File: config.mk
export PLATFORM = sky130hd
export DESIGN_NAME = ram_port_arbiter_flat
export DESIGN_NICKNAME = d
export VERILOG_FILES = /design/src/rtl/ram_arb_pkg.sv /design/src/rtl/ram_port_arbiter_if.sv /design/src/rtl/ram_arb_rr.sv /design/src/rtl/ram_port_arbiter.sv /design/src/flat_wrapper.sv
export SDC_FILE = /design/constraint.sdc
export NUM_CORES = 1
export LEC_CHECK = 0
export CAP_MARGIN = 20
export CORE_AREA = 5 5 126 128
export CTS_CLUSTER_SIZE = 30
export DETAILED_ROUTE_END_ITERATION = 10
export DIE_AREA = 0 0 131 133
export GPL_ROUTABILITY_DRIVEN = 0
export GPL_TIMING_DRIVEN = 0
export PLACE_DENSITY_LB_ADDON = 0.3
export SYNTH_ARGS = -nofsm -noshare
export SYNTH_HDL_FRONTEND = slang
export SYNTH_HIERARCHICAL = 1
export SYNTH_SLANG_ARGS = --single-unit
File: constraint.sdc
create_clock -name CLK -period 13.6 [get_ports CLK]
set_input_delay 1.36 -clock CLK [delete_from_list [all_inputs] [get_ports CLK]]
set_output_delay 1.36 -clock CLK [all_outputs]
set_load 0.005 [all_outputs]
File: src/rtl/ram_arb_pkg.sv
`default_nettype none
// ============================================================================
// ram_arb_pkg
// Shared types and helpers for the two-host RAM port arbiter.
// Revision: 1.0
// ============================================================================
package ram_arb_pkg;

   localparam int NumHosts = 2;

   typedef logic host_id_t;

   typedef struct packed {
      logic        we;
      logic [3:0]  be;
      logic [31:0] addr;
      logic [31:0] wdata;
   } host_req_t;

   typedef struct packed {
      logic [31:0] rdata;
      logic        err;
   } rsp_t;

   // Unsigned wrap makes addresses below the base fail the check.
   function automatic logic addr_in_range(input logic [31:0] addr,
                                          input logic [31:0] base,
                                          input logic [31:0] span_bytes);
      return (addr - base) < span_bytes;
   endfunction

endpackage
`default_nettype wire

File: src/rtl/ram_port_arbiter_if.sv
`default_nettype none
// ============================================================================
// ram_port_arbiter_if
// Host-side and RAM-side bus signals of the RAM port arbiter.
// Revision: 1.0
// ============================================================================
interface ram_port_arbiter_if;
   import ram_arb_pkg::*;

   logic [NumHosts-1:0]        h_req_i;
   logic [NumHosts-1:0]        h_we_i;
   logic [NumHosts-1:0][3:0]   h_be_i;
   logic [NumHosts-1:0][31:0]  h_addr_i;
   logic [NumHosts-1:0][31:0]  h_wdata_i;
   logic [NumHosts-1:0]        h_gnt_o;
   logic [NumHosts-1:0]        h_rvalid_o;
   logic [NumHosts-1:0][31:0]  h_rdata_o;
   logic [NumHosts-1:0]        h_err_o;

   logic                       dev_req_o;
   logic                       dev_we_o;
   logic [3:0]                 dev_be_o;
   logic [31:0]                dev_addr_o;
   logic [31:0]                dev_wdata_o;
   logic                       dev_rvalid_i;
   logic [31:0]                dev_rdata_i;

   modport slave (
      input  h_req_i, h_we_i, h_be_i, h_addr_i, h_wdata_i,
      input  dev_rvalid_i, dev_rdata_i,
      output h_gnt_o, h_rvalid_o, h_rdata_o, h_err_o,
      output dev_req_o, dev_we_o, dev_be_o, dev_addr_o, dev_wdata_o
   );

   modport master (
      output h_req_i, h_we_i, h_be_i, h_addr_i, h_wdata_i,
      output dev_rvalid_i, dev_rdata_i,
      input  h_gnt_o, h_rvalid_o, h_rdata_o, h_err_o,
      input  dev_req_o, dev_we_o, dev_be_o, dev_addr_o, dev_wdata_o
   );

endinterface
`default_nettype wire

File: src/rtl/ram_arb_rr.sv
`default_nettype none
// ============================================================================
// ram_arb_rr
// Two-way round-robin arbiter; last_q remembers the most recent winner.
// Revision: 1.0
// ============================================================================
module ram_arb_rr
   import ram_arb_pkg::*;
(
   input  logic                CLK,
   input  logic                RST_N,
   input  logic [NumHosts-1:0] req_i,
   output logic [NumHosts-1:0] gnt_o,
   output host_id_t            gnt_id_o
);

   host_id_t last_q, last_d;

   always_comb begin
      gnt_id_o = 1'b0;
      if (&req_i) begin
         gnt_id_o = ~last_q;
      end else if (req_i[1]) begin
         gnt_id_o = 1'b1;
      end
      gnt_o = '0;
      if (|req_i) begin
         gnt_o[gnt_id_o] = 1'b1;
      end
      last_d = (|req_i) ? gnt_id_o : last_q;
   end

   // Reset to host 1 so host 0 wins the first tie.
   always_ff @(posedge CLK or negedge RST_N) begin
      if (!RST_N) begin
         last_q <= 1'b1;
      end else begin
         last_q <= last_d;
      end
   end

endmodule
`default_nettype wire

File: src/rtl/ram_port_arbiter.sv
`default_nettype none
// ============================================================================
// ram_port_arbiter
// Round-robin host arbiter with address range check in front of one RAM port.
// Revision: 1.0
// ============================================================================
module ram_port_arbiter
   import ram_arb_pkg::*;
#(
   parameter logic [31:0] BaseAddr = 32'h0010_0000,
   parameter int unsigned Depth    = 128
) (
   input  logic              CLK,
   input  logic              RST_N,
   ram_port_arbiter_if.slave bus,
   output logic [15:0]       err_cnt_o
);

   localparam logic [31:0] c_SPAN_BYTES = 32'(Depth * 4);

   logic [NumHosts-1:0]       gnt;
   host_id_t                  gnt_id;
   host_req_t                 sel;
   logic [31:0]               dev_off;
   logic                      any_gnt, in_range, oor_gnt;

   logic                      pend_q, pend_d;
   logic                      err_pend_q, err_pend_d;
   host_id_t                  owner_q, owner_d;
   logic [15:0]               err_cnt_q, err_cnt_d;

   rsp_t                      rsp;
   logic                      rsp_valid;
   logic [NumHosts-1:0]       rsp_rvalid, rsp_err;
   logic [NumHosts-1:0][31:0] rsp_rdata;

   ram_arb_rr u_rr (
      .CLK      (CLK),
      .RST_N    (RST_N),
      .req_i    (bus.h_req_i),
      .gnt_o    (gnt),
      .gnt_id_o (gnt_id)
   );

   always_comb begin
      sel.we    = bus.h_we_i[gnt_id];
      sel.be    = bus.h_be_i[gnt_id];
      sel.addr  = bus.h_addr_i[gnt_id];
      sel.wdata = bus.h_wdata_i[gnt_id];
      dev_off   = sel.addr - BaseAddr;
      in_range  = addr_in_range(sel.addr, BaseAddr, c_SPAN_BYTES);
      any_gnt   = |gnt;
      oor_gnt   = any_gnt & ~in_range;
   end

   assign bus.h_gnt_o     = gnt;
   assign bus.dev_req_o   = any_gnt & in_range;
   assign bus.dev_we_o    = sel.we;
   assign bus.dev_be_o    = sel.be;
   assign bus.dev_addr_o  = dev_off;
   assign bus.dev_wdata_o = sel.wdata;

   always_comb begin
      pend_d     = any_gnt;
      err_pend_d = oor_gnt;
      owner_d    = gnt_id;
      err_cnt_d  = err_cnt_q;
      if (oor_gnt && (err_cnt_q != 16'hFFFF)) begin
         err_cnt_d = err_cnt_q + 16'd1;
      end
   end

   always_ff @(posedge CLK or negedge RST_N) begin
      if (!RST_N) begin
         pend_q     <= 1'b0;
         err_pend_q <= 1'b0;
         owner_q    <= 1'b0;
         err_cnt_q  <= 16'd0;
      end else begin
         pend_q     <= pend_d;
         err_pend_q <= err_pend_d;
         owner_q    <= owner_d;
         err_cnt_q  <= err_cnt_d;
      end
   end

   // A stray RAM response with nothing pending never reaches a host.
   always_comb begin
      rsp_valid  = err_pend_q | (pend_q & bus.dev_rvalid_i);
      rsp.rdata  = err_pend_q ? 32'd0 : bus.dev_rdata_i;
      rsp.err    = err_pend_q;
      rsp_rvalid = '0;
      rsp_err    = '0;
      rsp_rdata  = '0;
      for (int h = 0; h < NumHosts; h++) begin
         if (rsp_valid && (owner_q == host_id_t'(h))) begin
            rsp_rvalid[h] = 1'b1;
            rsp_err[h]    = rsp.err;
            rsp_rdata[h]  = rsp.rdata;
         end
      end
   end

   assign bus.h_rvalid_o = rsp_rvalid;
   assign bus.h_err_o    = rsp_err;
   assign bus.h_rdata_o  = rsp_rdata;
   assign err_cnt_o      = err_cnt_q;

   ap_gnt_onehot: assert property (@(posedge CLK) disable iff (!RST_N)
      $onehot0(gnt));
   ap_gnt_has_req: assert property (@(posedge CLK) disable iff (!RST_N)
      (gnt & ~bus.h_req_i) == '0);
   ap_rvalid_track: assert property (@(posedge CLK) disable iff (!RST_N)
      bus.dev_rvalid_i == (pend_q & ~err_pend_q));

endmodule
`default_nettype wire

File: src/flat_wrapper.sv
// flat-port wrapper written by rule: the top's interface ports become plain ports
module ram_port_arbiter_flat import ram_arb_pkg::*;
#(
   parameter logic [31:0] BaseAddr = 32'h0010_0000,
   parameter int unsigned Depth    = 128
)
  (CLK, RST_N, err_cnt_o, bus_h_req_i, bus_h_we_i, bus_h_be_i, bus_h_addr_i, bus_h_wdata_i, bus_dev_rvalid_i, bus_dev_rdata_i, bus_h_gnt_o, bus_h_rvalid_o, bus_h_rdata_o, bus_h_err_o, bus_dev_req_o, bus_dev_we_o, bus_dev_be_o, bus_dev_addr_o, bus_dev_wdata_o);
  ram_port_arbiter_if bus_i ();
  input  logic CLK;
  input  logic RST_N;
  output logic [15:0] err_cnt_o;
  input wire logic [$bits(bus_i.h_req_i)-1:0] bus_h_req_i;
  input wire logic [$bits(bus_i.h_we_i)-1:0] bus_h_we_i;
  input wire logic [$bits(bus_i.h_be_i)-1:0] bus_h_be_i;
  input wire logic [$bits(bus_i.h_addr_i)-1:0] bus_h_addr_i;
  input wire logic [$bits(bus_i.h_wdata_i)-1:0] bus_h_wdata_i;
  input wire logic [$bits(bus_i.dev_rvalid_i)-1:0] bus_dev_rvalid_i;
  input wire logic [$bits(bus_i.dev_rdata_i)-1:0] bus_dev_rdata_i;
  output wire logic [$bits(bus_i.h_gnt_o)-1:0] bus_h_gnt_o;
  output wire logic [$bits(bus_i.h_rvalid_o)-1:0] bus_h_rvalid_o;
  output wire logic [$bits(bus_i.h_rdata_o)-1:0] bus_h_rdata_o;
  output wire logic [$bits(bus_i.h_err_o)-1:0] bus_h_err_o;
  output wire logic [$bits(bus_i.dev_req_o)-1:0] bus_dev_req_o;
  output wire logic [$bits(bus_i.dev_we_o)-1:0] bus_dev_we_o;
  output wire logic [$bits(bus_i.dev_be_o)-1:0] bus_dev_be_o;
  output wire logic [$bits(bus_i.dev_addr_o)-1:0] bus_dev_addr_o;
  output wire logic [$bits(bus_i.dev_wdata_o)-1:0] bus_dev_wdata_o;
  assign bus_i.h_req_i = bus_h_req_i;
  assign bus_i.h_we_i = bus_h_we_i;
  assign bus_i.h_be_i = bus_h_be_i;
  assign bus_i.h_addr_i = bus_h_addr_i;
  assign bus_i.h_wdata_i = bus_h_wdata_i;
  assign bus_i.dev_rvalid_i = bus_dev_rvalid_i;
  assign bus_i.dev_rdata_i = bus_dev_rdata_i;
  assign bus_h_gnt_o = bus_i.h_gnt_o;
  assign bus_h_rvalid_o = bus_i.h_rvalid_o;
  assign bus_h_rdata_o = bus_i.h_rdata_o;
  assign bus_h_err_o = bus_i.h_err_o;
  assign bus_dev_req_o = bus_i.dev_req_o;
  assign bus_dev_we_o = bus_i.dev_we_o;
  assign bus_dev_be_o = bus_i.dev_be_o;
  assign bus_dev_addr_o = bus_i.dev_addr_o;
  assign bus_dev_wdata_o = bus_i.dev_wdata_o;
  ram_port_arbiter #(.BaseAddr(BaseAddr), .Depth(Depth)) u_core (.CLK(CLK), .RST_N(RST_N), .bus(bus_i), .err_cnt_o(err_cnt_o));
endmodule
# [Word level (Yosys, flattened, before mapping)]
# Cells that the tools add are included.
[op_classes] order_cmp=3 eq_ne=1 n_reduce_logical=7 n_mux=20 n_bitwise=7 add_sub_neg=2
[op_table] operator="2-to-1 mux 32 bit" count=7
[op_table] operator="less-than comparator 32 x 10 -> 1 bit (second input constant)" count=1
[op_table] operator="subtractor 32 x 21 -> 32 bit (second input constant)" count=1
[op_table] operator="adder 16 x 1 -> 16 bit (second input constant)" count=1
[op_table] operator="!= test 16 bit (second input constant)" count=1
[op_table] operator="2-to-1 mux 1 bit" count=9
[op_table] operator="2-to-1 mux 4 bit" count=2
[op_table] operator="logical AND 1 bit" count=4
[op_table] operator="OR reduction 2 bit" count=2
[op_table] operator="bitwise AND 1 bit" count=3
[op_table] operator="inverter 1 bit" count=3
[op_table] operator="less-than comparator 1 x 2 -> 1 bit (second input constant)" count=1
[op_table] operator="2-to-1 mux 2 bit" count=1
[op_table] operator="AND reduction 2 bit" count=1
[op_table] operator="demux 1 bit (select 1 bit)" count=1
[op_table] operator=">= comparator 1 bit (second input constant)" count=1
[op_table] operator="OR 1 bit" count=1
[word_totals] regBits=20 output_inout_bits=156 wordCells=45

# [Logic depth before layout (Yosys ltp)]
# Gate-level depths: netlist (run 1).
[logic_depth] depth_word=10 depth_mapped=17 depth_no_buf=12

# [By module]
# The synthesis (run 1) kept the hierarchy.
[by_module_without_submodules] module="ram_port_arbiter" cells_each=342 instances=1 seq_area_each_um2=475.5 area_each_um2=2676.3
[by_module_without_submodules] module="ram_arb_rr" cells_each=7 instances=1 seq_area_each_um2=26.3 area_each_um2=61.3

# [Least setup slack after synthesis (run 1)]
# No wires, ideal clock.
[synth_timing] path_type="input to output" start="input bus_h_req_i[1]" end="output bus_dev_req_o" path_slack_ns=7.114 arrival_time_ns=5.126 path_stages=15 required_ns=12.240 path_buffers=4 path_cell_list="a21boi_0 -> buf_6 -> clkbuf_1 -> clkbuf_1 -> clkbuf_1 -> mux2_2 -> inv_1 -> ha_1 -> or4b_4 -> nand2_1 -> xor2_1 -> or4_1 -> nor3b_1 -> nand4_1 -> nor2_1"
[synth_between] elab_cells_between_ends=16 classes_between="1 x add/sub; 3 x order compare; 7 x mux; 1 x bitwise; 4 x reduce/logical"
[synth_rtl] item="start, declared" line="flat_wrapper.sv:12" rtl="input wire logic [$bits(bus_i.h_req_i)-1:0] bus_h_req_i;"
[synth_rtl] item="2-to-1 mux 1 bit or AND reduction 2 bit (tied branches)" line="ram_arb_rr.sv:23, ram_arb_rr.sv:21"
[synth_rtl] item="2-to-1 mux 1 bit (*)" line="ram_arb_rr.sv:21" rtl="if (&req_i) begin"
[synth_rtl] item="2-to-1 mux 32 bit (implied by the code) (*) (2 in series)" line="ram_port_arbiter.sv:48" rtl="sel.addr = bus.h_addr_i[gnt_id];"
[synth_rtl] item="subtractor 32 x 21 -> 32 bit (*)"
[synth_rtl] item="named net bus_dev_addr_o[20]" line="flat_wrapper.sv:26" rtl="output wire logic [$bits(bus_i.dev_addr_o)-1:0] bus_dev_addr_o;"
[synth_rtl] item="less-than comparator 32 x 10 -> 1 bit (*)" line="ram_arb_pkg.sv:29" rtl="return (addr - base) < span_bytes;"
[synth_rtl] item="bitwise AND 1 bit (*)" line="ram_port_arbiter.sv:57" rtl="assign bus.dev_req_o = any_gnt & in_range;"
[synth_rtl] item="end, declared" line="flat_wrapper.sv:23" rtl="output wire logic [$bits(bus_i.dev_req_o)-1:0] bus_dev_req_o;"
# Mark *: on every way through the listed nets, which the timed path passes. The rest lies on a longest branch. The select of a mux whose other input is x is not followed.

# [Final worst setup path (run 1)]
[layout_timing] start="input bus_h_req_i[1]" end="output bus_dev_req_o"
[layout_between] elab_chain_cells=9 elab_cells_between_ends=16 classes_between="1 x add/sub; 3 x order compare; 7 x mux; 1 x bitwise; 4 x reduce/logical"
[layout_rtl] item="2-to-1 mux 1 bit or AND reduction 2 bit (tied branches)" line="ram_arb_rr.sv:23, ram_arb_rr.sv:21"
[layout_rtl] item="2-to-1 mux 1 bit (*)" line="ram_arb_rr.sv:21"
[layout_rtl] item="named net u_core.gnt_id" line="ram_port_arbiter.sv:22" rtl="host_id_t gnt_id;"
[layout_rtl] item="branches (longest 6 deep; another with subtractor 32 x 21 -> 32 bit)"
[layout_rtl] item="bitwise AND 1 bit (*)" line="ram_port_arbiter.sv:57"
# Mark *: on every way through the listed nets, which the timed path passes. The select of a mux whose other input is x is not followed.

==> results of run 1 <==
[sequential cells by signal, indices dropped and copies added (netlist names)]
name                count
u_core/err_cnt_o       16
u_core/err_pend_q       1
u_core/owner_q          1
u_core/pend_q           1
u_core/u_rr/last_q      1
[metrics by stage]
stage | util | worst slack (ns)
finish | 0.432 | 5.01
floorplan | - | 7.11
CTS | 0.431 | 4.88
global placement | 0.425 | 4.94
detailed placement | 0.425 | 4.91
global route | 0.432 | 4.49
[metal layers]
layer  GRT usage  vias up
li1            -     1876
met1       0.163     1806
met2       0.327      230
met3      0.0666       18
met4      0.0509        0
met5           0        -
[power by group through the flow]
stage / Clock (mW) / Sequential, mW / Combinational [mW]
floorplan: 0 / 0.0900 / 0.0885
global placement: 0 / 0.0924 / 0.251
detailed placement: 0 / 0.0937 / 0.254
CTS: 0.0673 / 0.0926 / 0.256
global route: 0.0696 / 0.0940 / 0.272
finish: 0.0656 / 0.0921 / 0.252
[worst min path at each step]
stage | startpoint | end | slack (ns)
floorplan | u_core/err_cnt_o[14]$_DFFE_PN0P_ | u_core/err_cnt_o[14]$_DFFE_PN0P_ | 0.48
global placement | u_core/err_cnt_o[14]$_DFFE_PN0P_ | u_core/err_cnt_o[14]$_DFFE_PN0P_ | 0.48
detailed placement | u_core/err_cnt_o[12]$_DFFE_PN0P_ | u_core/err_cnt_o[12]$_DFFE_PN0P_ | 0.48
CTS | u_core/err_cnt_o[12]$_DFFE_PN0P_ | u_core/err_cnt_o[12]$_DFFE_PN0P_ | 0.49
global route | u_core/err_cnt_o[12]$_DFFE_PN0P_ | u_core/err_cnt_o[12]$_DFFE_PN0P_ | 0.50
finish | u_core/err_cnt_o[12]$_DFFE_PN0P_ | u_core/err_cnt_o[12]$_DFFE_PN0P_ | 0.49
[layout by cell type (no fill, tap or decap), drive strengths merged, types with 3 or more instances in the layout]
master         instances
nor3                   6
or4                    7
dfrtp                 19
nand2b                34
nor4                   7
a21oi                  3
nor2                  76
xnor2                 19
inv                   10
nand2                  8
a21boi                 3
nand3                 15
clkdlybuf4s50        330
xor2                   8
a211oi                 3
and3                   5
mux2                  60
clkbuf                25
mux2i                  9
ha                     4
nand4                  7
[logic make-up (layout without fill, tap and decap cells)]
kind of cell | after synthesis | after routing
simple gates | 180 | 180
fa+ha+maj | 4 | 4
other cells | 0 | 1
xor+xnor | 27 | 27
flops | 20 | 20
compound gates | 16 | 16
mux | 69 | 69
buf+inv | 33 | 367
[final cells by class]
cell class / count / area [um^2] / share of cell area
diodes: 1 / 2.50 / 0.000393
plain buffers: 23 / 101 / 0.0159
clock buffers: 4 / 88.8 / 0.0140
inverters: 10 / 37.5 / 0.00590
multi-input cells: 296 / 2100 / 0.329
flip-flops and latches: 20 / 502 / 0.0788
well taps: 188 / 235 / 0.0369
repair buffers: 330 / 3300 / 0.519
[worst reg2reg max path, cell delays in order, from the launching register on]
cell and delay [ns]:
dfstp_2 0.38, a21boi_0 0.52, buf_6 0.22, clkbuf_1 0.45, clkbuf_1 0.52, clkbuf_1 0.52
mux2_2 0.43, inv_1 0.09, ha_1 0.20, or4b_4 0.50, nand2_1 0.10, xor2_1 0.09
or4_1 0.64, nor4b_1 0.39, nand4_1 0.34, nand3_1 0.26, mux2_1 0.33
==> flow_summary_export.csv, run 1 <==
group,metric,value,unit
yosys,postSynthCellCount,349,
final_layout,area_delta_synth_final,133,%
power_and_ir_drop,leakage,2.39,nW
job,cap_violations,0,
place,dp_hpwl,14400,um
final_layout,nFillCells,1456,
yosys,ys_types,43,
min_path,holdCritPathClass,"reg2reg",
timing,tns,0,ns
route,via_per_inst,4.51,
yosys,synth-edff-count,0,
yosys,yosysMostFrequentCell,"nor2_1",
clock_network,clkSlewWorstSetupHoldPaths,0.06,ns
min_path,hold_path_depth,1,
yosys,avgSynthCellArea,7.84,um^2
route,avgRoutedWirePerCell,18.5,um
global_route,grt_first_pass_wirelength,23200,um
clock_network,cts.sinks,20,
power_and_ir_drop,p_int,0.281,mW
yosys,ys.flop_type,"dfrtp_1",
setup_path,cpPeakStageDelay,0.54,ns
clock_network,cts-buffers-inserted,3,
yosys,yosysWarningCount,6,
yosys,synth_nets,528,
route,wl_met2,8560,um
place,post_dp_cell_area,6280,um^2
clock_network,cts_tree,"done",
setup_path,cp_cell_sequence,"clkdlybuf4s50_1 -> a21boi_0 -> buf_6 -> clkbuf_1 -> clkbuf_1 -> clkbuf_1 -> mux2_2 -> inv_1 -> ha_1 -> or4b_4 -> a21o_1 -> o31ai_1 -> a21oi_1 -> a211oi_1 -> nand4_1 -> nor2_1 -> clkdlybuf4s50_1",
clock_network,cts_hold_buf,0,
route,top_layer,"met4",
power_and_ir_drop,p_comb_frac,0.615,
setup_path,worst-path-stages,17,
yosys,synth_top_family_by_area,"simple AND/OR/NAND/NOR gates",
yosys,synth-xor-area-share,0.0864,
clock_network,cts_root_buf,"clkbuf_16",
setup_path,timing.rr.end,"u_core/err_cnt_o[1]$_DFFE_PN0P_",
timing,rsz0062_at_grt,"no",
route,drt-met1-wl,5010,um
timing,min_period_over_period,0.632,
route,drt_iter0_drc,142,
setup_path,cp-start-kind,"primary input",
yosys,synth-compound-area-share,0.0407,
power_and_ir_drop,p_total,0.410,mW
timing,fin_skew,0.00406,ns
setup_path,end_kind,"primary output",
setup_path,critPathSlowestCell,"a21boi_0",
setup_path,reg2reg_from,"u_core/u_rr/last_q$_DFFE_PN1P_",
power_and_ir_drop,peakVddDrop,0.0000315,V
global_route,globalRouteOverflowTotal,0,
power_and_ir_drop,swShare,0.313,
timing,max_freq,0.116,GHz
floorplan,initial_utilization,0.186,
yosys,synthTopCellsByArea,"mux2_2 (24%), dfrtp_1 (17%), nor2_1 (10%), nand2b_1 (7.8%), xnor2_1 (6.1%)",
setup_path,critical_path_arrival,7.23,ns
yosys,ys_seq_area_frac,0.183,
final_layout,fin_area,6370,um^2
route,drt_pass1_iterations,4,
setup_path,crit_path_end,"bus_dev_req_o",
power_and_ir_drop,pwr-share-clk,0.160,
setup_path,startpoint,"bus_h_req_i[1]",
yosys,synthAdderAreaFrac,0.0183,
yosys,yosys-top-cells-count,"nor2_1 (76), mux2_2 (59), nand2b_1 (34)",
timing,setup-violations-final,0,
route,ant_nets,0,
clock_network,postCtsSetupBuffers,0,
clock_network,cts_buffer_depth,2,
global_route,antenna_found_initial,1,
floorplan,core_area,14800,um^2
final_layout,fin_nets,863,
setup_path,crit_required,12.24,ns
setup_path,r2r_cells,16,
global_route,grt_usage,0.171,
timing,hold_slack,0.493,ns
floorplan,dieArea,17400,um^2
timing,hold_violations,0,
floorplan,io_pins,331,
timing,slew_headroom,0.384,
setup_path,path_buf_inv,7,
power_and_ir_drop,power_frac_seq,0.225,
final_layout,drive_gt1_frac,0.107,
global_route,grt_pass1_vias,4086,
outcome,status,"completed",
timing,min_period,8.59,ns
place,dp.cells,867,
clock_network,h-tree-depth,1,
route,drc,0,
yosys,synth_largest_area_cell,"mux2_2",
timing,worst_pin_slew,0.922,ns
final_layout,instances_no_fill,872,
yosys,synth-simple-area-share,0.341,
setup_path,path_max_fanout,10,
route,wirelength,16200,um
power_and_ir_drop,powerDensity,64.4,nW/um^2
floorplan,die_x,131,um
yosys,yosysTopAreaCellShare,0.243,
setup_path,path_class,"in2out",
clock_network,clk_latency,0.25,ns
route,vias,3930,
place,portBuffers,330,
route,route.met3.wl,2140,um
setup_path,cp_common_cell,"clkbuf_1",
power_and_ir_drop,p_switching,0.128,mW
setup_path,reg2reg_slack,7.50,ns
yosys,synthArstFlopShare,1.00,
clock_network,cts_resized,0,
setup_path,cpLargestDelayFamily,"buffers and inverters",
global_route,grt_max_degree,21,
timing,drv_slew,0,
floorplan,rows,45,
floorplan,fp.dieH,133,um
yosys,ys_ff_latch,20,
yosys,synth_area,2740,um^2
yosys,synth.area.mux_share,0.280,
No activity file was read; power rests on OpenSTA's default activity.
==> inputs of run 2 (changes only) <==
- CORE_AREA: 5 5 126 128 -> 5 5 124 126
- DIE_AREA: 0 0 131 133 -> 0 0 129 131
- clock period: 13.6 -> 6.9 ns (I/O delays scaled with it)
==> run 2 against run 1 <==
Effect of this change:
- total power is 100% higher
- combinational power up 96%
- clock-buffer cell count shrank 1
- hold slack worse by 0.0024 ns
- largest power group unchanged
==> flow_summary_export.csv, run 2 (synthesis results as in run 1) <==
group,metric,value,unit
setup_path,cp-start-kind,"primary input",
clock_network,cts_resized,2,
final_layout,fin_nets,862,
clock_network,clk_latency,0.25,ns
final_layout,final_cell_mix,"clkdlybuf4s50_1 (330), nor2_1 (76), mux2_2 (59), nand2b_1 (34)",
route,drt_iter0_drc,124,
place,post_dp_cell_area,6270,um^2
final_layout,instances_no_fill,868,
route,wirelength,15800,um
global_route,grt_max_degree,21,
global_route,antenna_found_initial,2,
setup_path,reg2reg_from,"u_core/u_rr/last_q$_DFFE_PN1P_",
place,dp_hpwl,14100,um
floorplan,core_area,14200,um^2
power_and_ir_drop,pwr-share-clk,0.190,
floorplan,dieArea,16900,um^2
final_layout,final_common_cell,"clkdlybuf4s50_1",
floorplan,io_pins,331,
timing,setup-violations-final,0,
setup_path,timing.rr.end,"u_core/err_cnt_o[1]$_DFFE_PN0P_",
setup_path,crit_required,6.21,ns
clock_network,cts_tree,"done",
timing,drv_slew,0,
setup_path,end_kind,"primary output",
clock_network,cts-buffers-inserted,3,
floorplan,fp.dieH,131,um
power_and_ir_drop,p_int,0.581,mW
timing,fin_skew,0.00629,ns
setup_path,r2r_cells,15,
job,cap_violations,0,
setup_path,cp_cell_sequence,"clkdlybuf4s50_1 -> a21boi_1 -> buf_6 -> clkbuf_2 -> clkbuf_1 -> mux2_2 -> inv_1 -> ha_1 -> or4b_4 -> a21o_1 -> nor3_1 -> xor2_1 -> a211oi_1 -> nand4_1 -> nor2_1 -> clkdlybuf4s50_1",
timing,min_period_over_period,0.940,
timing,tns,0,ns
clock_network,cts_buffer_depth,2,
route,ant_nets,0,
route,via_per_inst,4.48,
min_path,hold_end,"u_core/err_cnt_o[12]$_DFFE_PN0P_",
setup_path,critPathSlowestCell,"clkdlybuf4s50_1",
setup_path,critical_path_arrival,5.79,ns
floorplan,rows,44,
clock_network,cts.sinks,20,
power_and_ir_drop,leakage,2.40,nW
power_and_ir_drop,powerDensity,131,nW/um^2
power_and_ir_drop,peakVddDrop,0.0000633,V
floorplan,die_x,129,um
timing,worst_pin_slew,0.912,ns
setup_path,worst-path-stages,16,
timing,hold_slack,0.490,ns
setup_path,path_class,"in2out",
place,portBuffers,330,
setup_path,cpLargestDelayFamily,"buffers and inverters",
global_route,globalRouteOverflowTotal,0,
route,drc,0,
floorplan,initial_utilization,0.193,
power_and_ir_drop,p_comb_frac,0.592,
final_layout,largest_reg_flops,16,
clock_network,h-tree-depth,1,
power_and_ir_drop,power_frac_seq,0.217,
route,drt_pass1_iterations,4,
setup_path,reg2reg_slack,1.57,ns
final_layout,area_delta_synth_final,133,%
min_path,min_from,"u_core/err_cnt_o[12]$_DFFE_PN0P_",
timing,max_freq,0.154,GHz
power_and_ir_drop,p_total,0.834,mW
route,vias,3892,
power_and_ir_drop,swShare,0.303,
power_and_ir_drop,p_switching,0.252,mW
clock_network,clkSlewWorstSetupHoldPaths,0.06,ns
global_route,grt_first_pass_wirelength,22700,um
route,avgRoutedWirePerCell,18.2,um
timing,rsz0062_at_grt,"no",
timing,slew_headroom,0.390,
timing,min_period,6.48,ns
timing,hold_violations,0,
outcome,status,"completed",
global_route,grt_pass1_vias,4170,
final_layout,drive_gt1_frac,0.109,
setup_path,path_max_fanout,19,
setup_path,cp_common_cell,"clkdlybuf4s50_1",
clock_network,postCtsSetupBuffers,0,
min_path,hold_path_depth,1,
setup_path,cpPeakStageDelay,0.54,ns
clock_network,cts_root_buf,"clkbuf_16",
place,dp.cells,863,
min_path,holdCritPathClass,"reg2reg",
final_layout,fin_area,6380,um^2
setup_path,path_buf_inv,6,
global_route,grt_usage,0.171,
clock_network,cts_hold_buf,0,
## run 2: changes by cell type in the layout (fill, tap and decap cells not counted)
cell | before | now
a21boi_0 | 2 | 1
clkbuf_8 | 1 | 0
clkbuf_2 | 0 | 1
bufinv_16 | 0 | 1
a21boi_1 | 1 | 2
diode_2 | 1 | 2
clkbuf_1 | 21 | 19
## run 2: layout make-up
type / instances / area (um^2)
fillers: 1397 / 7830
plain buffers: 22 / 98.8
clock buffers: 3 / 75.1
repair buffers: 330 / 3300
flip-flops and latches: 20 / 502
multi-input cells: 296 / 2100
inverters: 10 / 37.5
well taps: 184 / 230
clock inverters: 1 / 30.0
diodes: 2 / 5.00
## run 2: worst max path at each step
stage / startpoint / endpoint / slack [ns]
4_1_cts: bus_h_req_i[1] / bus_dev_req_o / 0.31
5_1_grt: bus_h_req_i[1] / bus_dev_req_o / 0.06
3_5_place_dp: bus_h_req_i[1] / bus_dev_req_o / -0.59
6_report: bus_h_req_i[1] / bus_dev_req_o / 0.42
2_1_floorplan: bus_h_req_i[1] / u_core/err_cnt_o[7]$_DFFE_PN0P_ / 1.51
3_3_place_gp: bus_h_req_i[1] / bus_dev_req_o / -0.46
## run 2: metal layers
metal	global-route usage	part of all wire	vias to the layer above	routed length [um]
met5	0	0	-	0
li1	-	-	1884	-
met1	0.160	0.32	1769	5010
met2	0.340	0.55	223	8630
met3	0.0736	0.12	16	1920
met4	0.0432	0.016	0	258
## run 2: through the flow
stage,util,setup WS (ns)
3_3_place_gp,0.442,-0.464
6_report,0.449,0.417
4_1_cts,0.449,0.313
3_5_place_dp,0.442,-0.588
2_1_floorplan,-,1.51
5_1_grt,0.449,0.0645
## run 2: power groups by stage
stage,Combinational [mW],Sequential [mW],Clock [mW]
after global routing,0.536,0.187,0.165
after global placement,0.494,0.183,0
after detailed placement,0.497,0.185,0
final,0.494,0.181,0.159
after floorplan,0.174,0.177,0
after CTS,0.501,0.183,0.160
